### config.mk
export PLATFORM = sky130hd
export DESIGN_NAME = uart_cmd_ctrl
export DESIGN_NICKNAME = d
export VERILOG_FILES = /design/src/rtl/uart_cmd_ctrl.sv
export SDC_FILE = /design/constraint.sdc
export NUM_CORES = 1
export LEC_CHECK = 0
export BUFFER_PORTS_ARGS = -buffer_cell sky130_fd_sc_hd__buf_2
export CORE_ASPECT_RATIO = 1.75
export CORE_MARGIN = 4
export CORE_UTILIZATION = 54
export DETAILED_ROUTE_END_ITERATION = 7
export PLACE_DENSITY = 0.74
export SYNTH_ARGS = -nofsm -noshare
export SYNTH_HDL_FRONTEND = slang
export SYNTH_SLANG_ARGS = --single-unit
### constraint.sdc
create_clock -name clk -period 4.5 [get_ports clk]
set_input_delay 0.45 -clock clk [delete_from_list [all_inputs] [get_ports clk]]
set_output_delay 0.45 -clock clk [all_outputs]
set_load 0.03 [all_outputs]
### src/rtl/uart_cmd_ctrl.sv
// Parses SYNC/ADDR/DATA/CSUM frames from the UART receiver and issues checked register writes.
// Corrupt, stalled or overrun frames are rejected with a one-cycle frame_err and a saturating error count.
module uart_cmd_ctrl #(
    parameter int          CLOCK_FREQ     = 100000000,
    parameter int          TIMEOUT_CYCLES = 1000000,
    parameter logic [7:0]  SYNC_BYTE      = 8'hA5
) (
    input  logic       clk,
    input  logic       rst,
    input  logic [7:0] rx_data,
    input  logic       rx_valid,
    output logic [7:0] wr_addr,
    output logic [7:0] wr_data,
    output logic       wr_valid,
    input  logic       wr_ready,
    output logic       frame_err,
    output logic [7:0] err_count,
    output logic       busy
);

    localparam int TW = (TIMEOUT_CYCLES > 2) ? $clog2(TIMEOUT_CYCLES) : 1;

    if (TIMEOUT_CYCLES < 2 || CLOCK_FREQ <= 0) begin : g_bad_param
        $error("uart_cmd_ctrl: TIMEOUT_CYCLES must be >= 2 and CLOCK_FREQ > 0");
    end

    typedef enum logic [2:0] {
        IDLE,
        GET_ADDR,
        GET_DATA,
        GET_CSUM,
        ISSUE
    } state_t;

    state_t          state_q;
    logic [7:0]      addr_q;
    logic [7:0]      data_q;
    logic [TW-1:0]   timer_q;
    logic [7:0]      wr_addr_q;
    logic [7:0]      wr_data_q;
    logic            wr_valid_q;
    logic            frame_err_q;
    logic [7:0]      err_count_q;
    logic            busy_q;

    logic [7:0]      csum;
    logic            expired;
    logic            in_frame;
    logic            err_d;

    assign csum     = addr_q + data_q;
    assign expired  = (timer_q == TW'(TIMEOUT_CYCLES - 1));
    assign in_frame = (state_q == GET_ADDR) || (state_q == GET_DATA) || (state_q == GET_CSUM);

    // A byte arriving in the expiry cycle wins over the timeout.
    always_comb begin
        err_d = 1'b0;
        if (in_frame && !rx_valid && expired) begin
            err_d = 1'b1;
        end
        if (state_q == GET_CSUM && rx_valid && rx_data != csum) begin
            err_d = 1'b1;
        end
        if (state_q == ISSUE && rx_valid) begin
            err_d = 1'b1;
        end
    end

    always_ff @(posedge clk or posedge rst) begin
        if (rst) begin
            state_q     <= IDLE;
            addr_q      <= 8'h00;
            data_q      <= 8'h00;
            timer_q     <= '0;
            wr_addr_q   <= 8'h00;
            wr_data_q   <= 8'h00;
            wr_valid_q  <= 1'b0;
            frame_err_q <= 1'b0;
            err_count_q <= 8'h00;
            busy_q      <= 1'b0;
        end else begin
            frame_err_q <= err_d;
            if (err_d && err_count_q != 8'hFF) begin
                err_count_q <= err_count_q + 8'h01;
            end

            case (state_q)
                IDLE: begin
                    if (rx_valid && rx_data == SYNC_BYTE) begin
                        state_q <= GET_ADDR;
                        busy_q  <= 1'b1;
                        timer_q <= '0;
                    end
                end
                GET_ADDR, GET_DATA: begin
                    if (rx_valid) begin
                        timer_q <= '0;
                        if (state_q == GET_ADDR) begin
                            addr_q  <= rx_data;
                            state_q <= GET_DATA;
                        end else begin
                            data_q  <= rx_data;
                            state_q <= GET_CSUM;
                        end
                    end else if (expired) begin
                        timer_q <= '0;
                        state_q <= IDLE;
                        busy_q  <= 1'b0;
                    end else begin
                        timer_q <= timer_q + 1'b1;
                    end
                end
                GET_CSUM: begin
                    if (rx_valid) begin
                        timer_q <= '0;
                        if (rx_data == csum) begin
                            state_q    <= ISSUE;
                            wr_valid_q <= 1'b1;
                            wr_addr_q  <= addr_q;
                            wr_data_q  <= data_q;
                        end else begin
                            state_q <= IDLE;
                            busy_q  <= 1'b0;
                        end
                    end else if (expired) begin
                        timer_q <= '0;
                        state_q <= IDLE;
                        busy_q  <= 1'b0;
                    end else begin
                        timer_q <= timer_q + 1'b1;
                    end
                end
                ISSUE: begin
                    // Overrun bytes are dropped here; only the error path reacts to them.
                    if (wr_ready) begin
                        wr_valid_q <= 1'b0;
                        state_q    <= IDLE;
                        busy_q     <= 1'b0;
                    end
                end
                default: begin
                    state_q    <= IDLE;
                    busy_q     <= 1'b0;
                    wr_valid_q <= 1'b0;
                end
            endcase
        end
    end

    assign wr_addr   = wr_addr_q;
    assign wr_data   = wr_data_q;
    assign wr_valid  = wr_valid_q;
    assign frame_err = frame_err_q;
    assign err_count = err_count_q;
    assign busy      = busy_q;

endmodule

==> flow_metrics.tcl <==
set metrics [dict create \
    outcome "finished clean" \
    drtIter0Drc 91 \
    wl_per_cell_um 16.0 \
    pre_cts_ws_ns 1.46 \
    setup_viol 0 \
    cts_setup_buffers 0 \
    power_leakage_nw 1.88 \
    clock_path_buffers 2 \
    yosysTopAreaCell "dfrtp_1" \
    clock-skew-final_ns 0.00408 \
    cts_resized 0 \
    yosysTopAreaCellShare_pct 46.5 \
    grt.total_usage_pct 19.8 \
    cp_top_family "simple AND/OR/NAND/NOR gates" \
    clk_latency_ns 0.35 \
    met3WireLength_um 283 \
    synth-seq-cells 66 \
    report.final.slew_viol_count 0 \
    die_h_um 115 \
    async_flop_share_pct 100 \
    portBuffers 38 \
    slowest_stage "nor4_4" \
    p_per_area_mw_per_mm2 647 \
    yosysSeqAreaShare_pct 46.5 \
    timing.critical_path.buf_inv 1 \
    syn_nets 340 \
    wl_met2_um 3920 \
    antenna_found_initial 0 \
    ios 39 \
    rsz0062_at_grt "no" \
    layout_common_cells "dfrtp_1, buf_2, mux2_2, nor2_1, nand2_1" \
    grt_pass1_vias 2717 \
    endpoint_kind "register" \
    syn_area_mm2 0.00355 \
    worstPathRequired_ns 4.73 \
    cts_hold_buf 0 \
    drcViolationCount 0 \
    slowest_delay_ns 0.60 \
    met1_length_um 2800 \
    yosys-top-cells-area "dfrtp_1, mux2_2, ha_1, mux2_1, o21ai_0" \
    final_common_cell "dfrtp_1" \
    fmax_ghz 0.332 \
    clockRootBuffer "clkbuf_8" \
    viasPerCell 5.72 \
    fin_crit_sh_pct 66.8 \
    yosys_warnings 0 \
    synth-edff-count 0 \
    ys_types 60 \
    hold_viol 0 \
    rows 38 \
    synthCells 318 \
    timing.final.ws_setup_ns 1.49 \
    grt_pass1_wl_um 12400 \
    hp-class "in2async" \
    die_area_mm2 0.00799 \
    wl_um 7180 \
    place_congestion 0.871 \
    area_growth_pct 13.4 \
    cts_tree "yes" \
    grt-ovfl-total 0 \
    min_period_ns 3.01 \
    vdd_ir_drop_max_uv 285 \
    cts.sinks 66 \
    fin_setup_tns_ns 0 \
    initial_core_util_pct 56.6 \
    antenna_cells 0 \
    ys.flop_type "dfrtp_1" \
    cp_max_fo 10 \
    grt_max_degree 67 \
    htree_levels 3 \
    clkTransAtPathRegs_ns 0.06 \
    drt.antenna.violating_nets 0 \
    path_cells "ha_1, fa_1, nand3_1, a21oi_1, o21ai_1, nand4_2, nor4_4, buf_4, mux2_2" \
    worst_pin_slew_ns 0.848 \
    crit_type "reg2reg" \
    cts_buffers 9 \
    syn_area_per_cell_um2 11.2 \
    firstDrtPassIters 4 \
    fp.dieW_um 69.3 \
    coreArea_mm2 0.00628 \
    cap_violations 0 \
    start_kind "register" \
    place_hpwl_um 5320 \
    cp.arrival_ns 3.24 \
    layout.nets 385 \
    slew_headroom_pct 43.4 \
    drive_gt1_share_pct 28.3 \
    dr.max_layer_used "met4" \
    dr_total_vias 2564 \
]
-- state kept, by name (all words and copies together), names as in the netlist, 3 cells and up --
register,count
err_count,8
addr_q,8
state_q,3
wr_addr,8
data_q,8
wr_data,8
timer_q,20
-- power breakdown --
part,total (mW),switching [mW],internal (mW)
clock network,0.497,0.211,0.286
logic,1.22,0.714,0.506
registers,0.886,0.140,0.746
total,2.60,1.07,1.54
-- worst reg2reg max path, stage by stage, from the launching register on --
cell and delay (ns):
dfrtp_1 0.39, ha_1 0.27, fa_1 0.42, nand3_1 0.14
a21oi_1 0.08, o21ai_1 0.16, nand4_2 0.17, nor4_4 0.60
buf_4 0.31, mux2_2 0.35
-- synth_stat cells, types with 10 or more instances --
library cell	instances
dfrtp_1	66
mux2_2	25
nor2_1	23
nand2_1	20
o21ai_0	19
nand3_1	17
a21oi_1	13
mux2_1	10
nor3_1	10
xnor2_1	10
xor2_1	10
-- metal layers --
metal	GRT usage, %	vias to the layer above
met1	20.6	1261
met5	0	-
met3	4.99	14
met4	11.3	0
met2	35.8	43
li1	-	1246
-- cells by family after synthesis --
kind of cell / after synthesis / synth area share (%)
xor gates and xnor gates: 21 / 5.57
and+or+nand+nor: 106 / 17.8
muxes: 37 / 11.8
buffers and inverters: 17 / 2.19
DFF: 66 / 46.5
adders and majority gates: 10 / 3.74
AOI/OAI and AO/OA: 61 / 12.3
-- per-stage QoR --
step | cell area (um2) | cells | utilization [%] | hold WS, ns | total power, mW
after floorplan | 3550 | 318 | - | 0.480 | 1.85
after global placement | 3830 | 432 | 61.0 | 0.466 | 2.09
after detailed placement | 3830 | 432 | 61.0 | 0.474 | 2.13
after CTS | 4020 | 448 | 64.1 | 0.369 | 2.63
after global routing | 4020 | 448 | 64.1 | 0.386 | 2.80
final | 4020 | 448 | 64.1 | 0.323 | 2.60
-- final timing paths --
| path | start | to | slack, ns | depth (start not counted) |
|---|---|---|---|---|
| setup / recovery | addr_q[0] | wr_addr[1] | 1.49 | 9 |
| hold / removal | rst | addr_q[4] | 0.32 | 3 |
| max in group asynchronous | rst | frame_err | 3.61 | 3 |
| hold reg to reg | wr_addr[0] | wr_addr[0] | 0.48 | 1 |
| setup reg to reg | addr_q[0] | wr_addr[1] | 1.49 | 9 |
| min in group clk | rx_data[2] | data_q[2] | 0.39 | 2 |
-- layout make-up --
class / instances / area (um2)
Clock buffer: 14 / 163
Fill cell: 556 / 2250
Timing Repair Buffer: 42 / 220
Multi-Input combinational cell: 235 / 1820
Inverter: 9 / 33.8
Sequential cell: 66 / 1650
Clock inverter: 2 / 35.0
Tap cell: 80 / 100
No activity file was read; power rests on OpenSTA's default activity.
